**config.mk**
```make
export PLATFORM = sky130hd
export DESIGN_NAME = fetch_mem_arbiter
export DESIGN_NICKNAME = d
export VERILOG_FILES = /design/src/rtl/fetch_mem_arbiter.sv
export SDC_FILE = /design/constraint.sdc
export NUM_CORES = 1
export LEC_CHECK = 0
export CAP_MARGIN = 30
export CORE_MARGIN = 5
export CORE_UTILIZATION = 49
export DETAILED_ROUTE_END_ITERATION = 6
export PLACE_DENSITY = 0.83
export SETUP_SLACK_MARGIN = 0.4
export SYNTH_ARGS = -nofsm -noshare
export SYNTH_HDL_FRONTEND = slang
export SYNTH_SLANG_ARGS = --single-unit
```
**constraint.sdc**
```tcl
create_clock -name clk -period 3.1 [get_ports clk]
set_clock_uncertainty 0.1 [all_clocks]
set_input_delay 0.62 -clock clk [delete_from_list [all_inputs] [get_ports clk]]
set_output_delay 0.62 -clock clk [all_outputs]
set_load 0.01 [all_outputs]
```
**src/rtl/fetch_mem_arbiter.sv**
```systemverilog
// fetch_mem_arbiter
//   Owns the address/write pins of a single-port main memory (combinational
//   read, write on posedge). Streams instruction words from a program counter
//   into a small prefetch FIFO feeding decode (valid/ready), grants zero-latency
//   data load/store accesses from execute with priority over fetch, and handles
//   branch redirects by flushing the FIFO and reloading the PC.
//
// Ports:
//   clk, rst                      clock, synchronous active-high reset
//   mem_addr/mem_w_en/mem_d_in    memory address, write enable, write data
//   mem_d_out                     memory combinational read data
//   instr_valid/ready/data/pc     prefetch FIFO head towards decode
//   redirect_valid/redirect_pc    branch taken: flush FIFO, load new PC
//   dreq_valid/we/addr/wdata      data access request from execute
//   dreq_grant/dreq_rdata         access performed this cycle, load data
//
// Optional feature (macro FETCH_STATS_EN):
//   stat_fetches  count of FIFO pushes (saturating 16 bit)
//   stat_dstalls  cycles a fetch was possible but blocked by a data access
module fetch_mem_arbiter #(
  parameter int ADDR_W = 10,
  parameter int WORD_W = 16,
  parameter int FIFO_DEPTH = 4,
  parameter logic [ADDR_W-1:0] RESET_PC = '0
) (
  input  logic              clk,
  input  logic              rst,
  output logic [ADDR_W-1:0] mem_addr,
  output logic              mem_w_en,
  output logic [WORD_W-1:0] mem_d_in,
  input  logic [WORD_W-1:0] mem_d_out,
  output logic              instr_valid,
  input  logic              instr_ready,
  output logic [WORD_W-1:0] instr_data,
  output logic [ADDR_W-1:0] instr_pc,
  input  logic              redirect_valid,
  input  logic [ADDR_W-1:0] redirect_pc,
  input  logic              dreq_valid,
  input  logic              dreq_we,
  input  logic [ADDR_W-1:0] dreq_addr,
  input  logic [WORD_W-1:0] dreq_wdata,
  output logic              dreq_grant,
  output logic [WORD_W-1:0] dreq_rdata
`ifdef FETCH_STATS_EN
  ,
  output logic [15:0]       stat_fetches,
  output logic [15:0]       stat_dstalls
`endif
);

  localparam int PTR_W = $clog2(FIFO_DEPTH);
  localparam int CNT_W = PTR_W + 1;

  logic [ADDR_W-1:0] pc;
  logic [ADDR_W-1:0] fifo_pc   [FIFO_DEPTH];
  logic [WORD_W-1:0] fifo_data [FIFO_DEPTH];
  logic [PTR_W-1:0]  wptr;
  logic [PTR_W-1:0]  rptr;
  logic [CNT_W-1:0]  count;

  logic full;
  logic grant;
  logic fetch;
  logic pop;

  // A full FIFO never fetches, even when a pop frees a slot this same cycle;
  // this keeps the fetch decision independent of decode's ready.
  assign full  = (count == CNT_W'(FIFO_DEPTH));
  assign grant = dreq_valid & ~rst;
  assign fetch = ~rst & ~dreq_valid & ~redirect_valid & ~full;
  assign pop   = instr_valid & instr_ready;

  // Data accesses own the memory port whenever requested; otherwise it reads at pc.
  assign mem_addr   = grant ? dreq_addr : pc;
  assign mem_w_en   = grant & dreq_we;
  assign mem_d_in   = dreq_wdata;
  assign dreq_grant = grant;
  assign dreq_rdata = mem_d_out;

  // Head entry comes straight from the FIFO storage registers.
  assign instr_valid = (count != CNT_W'(0));
  assign instr_data  = fifo_data[rptr];
  assign instr_pc    = fifo_pc[rptr];

  // FIFO storage: capture {pc, word} on each fetch (fetch already excludes rst/redirect).
  always_ff @(posedge clk) begin
    if (fetch) begin
      fifo_pc[wptr]   <= pc;
      fifo_data[wptr] <= mem_d_out;
    end
  end

  // PC, pointers and occupancy; redirect flushes and discards any same-cycle pop.
  always_ff @(posedge clk) begin
    if (rst) begin
      pc    <= RESET_PC;
      wptr  <= '0;
      rptr  <= '0;
      count <= '0;
    end else if (redirect_valid) begin
      pc    <= redirect_pc;
      wptr  <= '0;
      rptr  <= '0;
      count <= '0;
    end else begin
      if (fetch) begin
        wptr <= wptr + PTR_W'(1);
        pc   <= pc + ADDR_W'(1);
      end
      if (pop) begin
        rptr <= rptr + PTR_W'(1);
      end
      case ({fetch, pop})
        2'b10:   count <= count + CNT_W'(1);
        2'b01:   count <= count - CNT_W'(1);
        default: count <= count;
      endcase
    end
  end

`ifdef FETCH_STATS_EN
  logic dstall;

  // A data stall is a cycle that would have fetched had dreq_valid been low.
  assign dstall = ~rst & dreq_valid & ~redirect_valid & ~full;

  // Saturating statistics counters; redirect does not touch them.
  always_ff @(posedge clk) begin
    if (rst) begin
      stat_fetches <= 16'h0000;
      stat_dstalls <= 16'h0000;
    end else begin
      if (fetch && stat_fetches != 16'hFFFF) begin
        stat_fetches <= stat_fetches + 16'h0001;
      end
      if (dstall && stat_dstalls != 16'hFFFF) begin
        stat_dstalls <= stat_dstalls + 16'h0001;
      end
    end
  end
`endif

endmodule

```
==> results.yml <==
drt:
  drtIter0Drc: 190
  routed.top_layer: "met4"
  drt_pass1_iterations: 5
  route.detailed.drc: 0
  wl_met3_um: 687
  drtAntennaViolNets: 0
  wl_um: 10100
  num_vias: 2919
  routed-wl-met2_um: 5150
  m1WireLength_um: 4100
  via_per_inst: 5.37
  wl_per_cell_um: 18.5
global_route:
  antenna_found_initial: 0
  grt_pass1_vias: 3130
  grt_usage_pct: 16.3
  grt_max_degree: 27
  grt_pass1_wl_um: 15900
  overflow: 0
die:
  die-area_um2: 12700
  initial_core_util_pct: 50.1
  rows: 37
  die_w_um: 113
  ioPinCount: 129
  core_area_um2: 10300
  die_height_um: 113
run:
  maxCapViolations: 0
clocking:
  cts_root_buf: "clkbuf_8"
  cts.sinks: 123
  ctsHoldBuffers: 0
  clock_path_buffers: 2
  path_clk_slew_ns: 0.06
  htree_levels: 4
  clk_latency_ns: 0.50
  numCtsBuffers: 17
  cts_tree: "done"
run_status:
  status: "finished clean"
timing:
  setup_violations: 0
  relSlewSlack_pct: 73.3
  maxSlewViolCount: 0
  fmaxAchievable_mhz: 382
  worst_pin_slew_ns: 0.400
  holdWs_ns: 0.424
  tns_ns: 0
  rsz0062_at_grt: "no"
  fin_crit_ns: 2.62
  post-route-period-util_pct: 84.5
  hold_viol_final: 0
final_layout:
  area_growth_pct: 31.1
  antennaDiodeCount: 0
  multi_input_area_um2: 1300
  seqCellArea_um2: 3510
  final_cells: 544
  fillers: 726
  final_nets: 461
  drive_gt1_share_pct: 23.5
logic_synthesis:
  synth_area_um2: 5150
  ys_seq_area_share_pct: 68.0
  ys_seq_elements: 123
  async_flop_share_pct: 0
  synth_edf_count: 104
  ys_warn_count: 0
  synth_cells: 304
  avgSynthCellArea_um2: 16.9
  synth_nets: 369
  yosysUniqueCellTypes: 46
  yosys_most_used_dff: "edfxtp_1"
worst_hold_path:
  min_path_type: "register to register"
power:
  max-vdd-ir-drop_uv: 316
  leakagePower_uw: 0.00243
  powerDensity_nw_per_um2: 584
worst_setup_path:
  cp-start-kind: "register"
  critPathMaxFanout: 13
  critPathRequiredTime_ns: 2.38
  crit_type: "register to primary output"
  crit_path_end_kind: "primary output"
  worstPathArrival_ns: 1.90
place:
  placed_cells: 504
  place_hpwl_um: 6210
  gp_congestion: 0.748
  port-buffer-count: 96
[flip-flops by register name, indices dropped and copies added (netlist names), named ones only]
name,count
fifo_data,64
fifo_pc,40
pc,10
count,3
rptr,2
wptr,2
[routing by layer]
| metal | track usage [%] | vias up |
|---|---|---|
| met2 | 27.6 | 137 |
| met4 | 5.61 | 0 |
| li1 | - | 1339 |
| met5 | 0 | - |
| met1 | 19.6 | 1423 |
| met3 | 5.55 | 20 |
[timing repair]
item | CTS | global route
hold endpoints to repair | 0 | 0
resized for setup | 43 | 18
buffers inserted | 3 | 4
setup endpoints to repair | 38 | 20
cloned | 2 | 0
[critical path: stages (launching register included)]
cell           delay (ns)
dfxtp_4              0.39
buf_16               0.17
mux4_2               0.52
dlygate4sd2_1        0.31
[cell usage in the layout (no fill, tap or decap), types with 3 or more instances in the layout]
| master | n |
|---|---|
| o21ai_0 | 4 |
| a31oi_1 | 6 |
| and3_1 | 4 |
| clkinv_2 | 6 |
| dfxtp_1 | 18 |
| nand4_1 | 3 |
| clkbuf_16 | 16 |
| buf_4 | 19 |
| bufinv_16 | 3 |
| clkdlybuf4s15_1 | 3 |
| ha_1 | 6 |
| nand2b_1 | 3 |
| dlygate4sd2_1 | 18 |
| clkdlybuf4s50_1 | 56 |
| or4_1 | 4 |
| nand2_1 | 14 |
| inv_1 | 9 |
| nand3_1 | 5 |
| nor2_1 | 10 |
| xor2_1 | 3 |
| dlymetal6s2s_1 | 15 |
| edfxtp_1 | 104 |
| mux2_2 | 8 |
| mux4_2 | 26 |
[cell type report]
class / count / area share (%)
timing repair buffer: 118 / 17.2
sequential: 123 / 51.9
tap: 136 / 2.52
multi-input combinational: 126 / 19.3
clock buffer: 18 / 6.19
clock inverter: 13 / 2.26
inverter: 10 / 0.593
[final timing paths]
kind | startpoint | to | slack, ns | cells after the start
min | count[2]$_SDFFE_PP0P_ | count[2]$_SDFFE_PP0P_ | 0.42 | 2
min reg2reg | count[2]$_SDFFE_PP0P_ | count[2]$_SDFFE_PP0P_ | 0.42 | 2
max reg2reg | count[2]$_SDFFE_PP0P_ | count[2]$_SDFFE_PP0P_ | 0.63 | 9
max | register | instr_data[12] | 0.48 | 3
[report_power, final]
group          internal, uW  switching (uW)  total [uW]
logic                   137            96.9         234
registers              1820            23.0        1840
clock network          1210             661        1870
[synth_stat cells, types with 2 or more instances]
library cell    n  area [um2]
nor2_1         10        37.5
or4_1           4        30.0
inv_1           9        33.8
clkbuf_1        7        26.3
o311ai_0        2        17.5
a21oi_1         2        10.0
nand4_1         3        18.8
o21ai_0         4        20.0
edfxtp_1      104        3120
ha_1            6        75.1
a31oi_1         6        37.5
xnor2_1         2        17.5
o311ai_1        2        17.5
and3_1          4        25.0
mux2_2          8        90.1
mux2i_1         2        20.0
buf_4          32         240
dfxtp_1        19         380
nand2_1        14        52.6
buf_2           3        15.0
nand3_1         5        25.0
nand2b_1        3        18.8
mux4_2         26         586
or3_1           2        12.5
o22ai_1         2        12.5
xor2_1          3        26.3
[logic make-up (layout without fill, tap and decap cells)]
logic type      Yosys count  after routing  synth area share (%)
flops                   123            123                  68.0
buf+inv                  55            159                  6.83
simple gates             53             53                  5.54
mux                      37             37                  13.7
compound gates           24             24                  3.18
fa+ha+maj                 7              7                  1.85
xor+xnor                  5              5                 0.850
[stage by stage]
step	utilization [%]	total power, uW	setup WS, ns	cell area [um2]
CTS	65.0	3980	0.221	6680
detailed placement	59.2	2120	0.0845	6080
global route	65.7	4070	0.409	6750
floorplan	-	1990	0.569	5150
finish	65.7	3940	0.480	6750
global placement	59.2	2110	0.126	6080
Power figures use the tool's default switching activity.
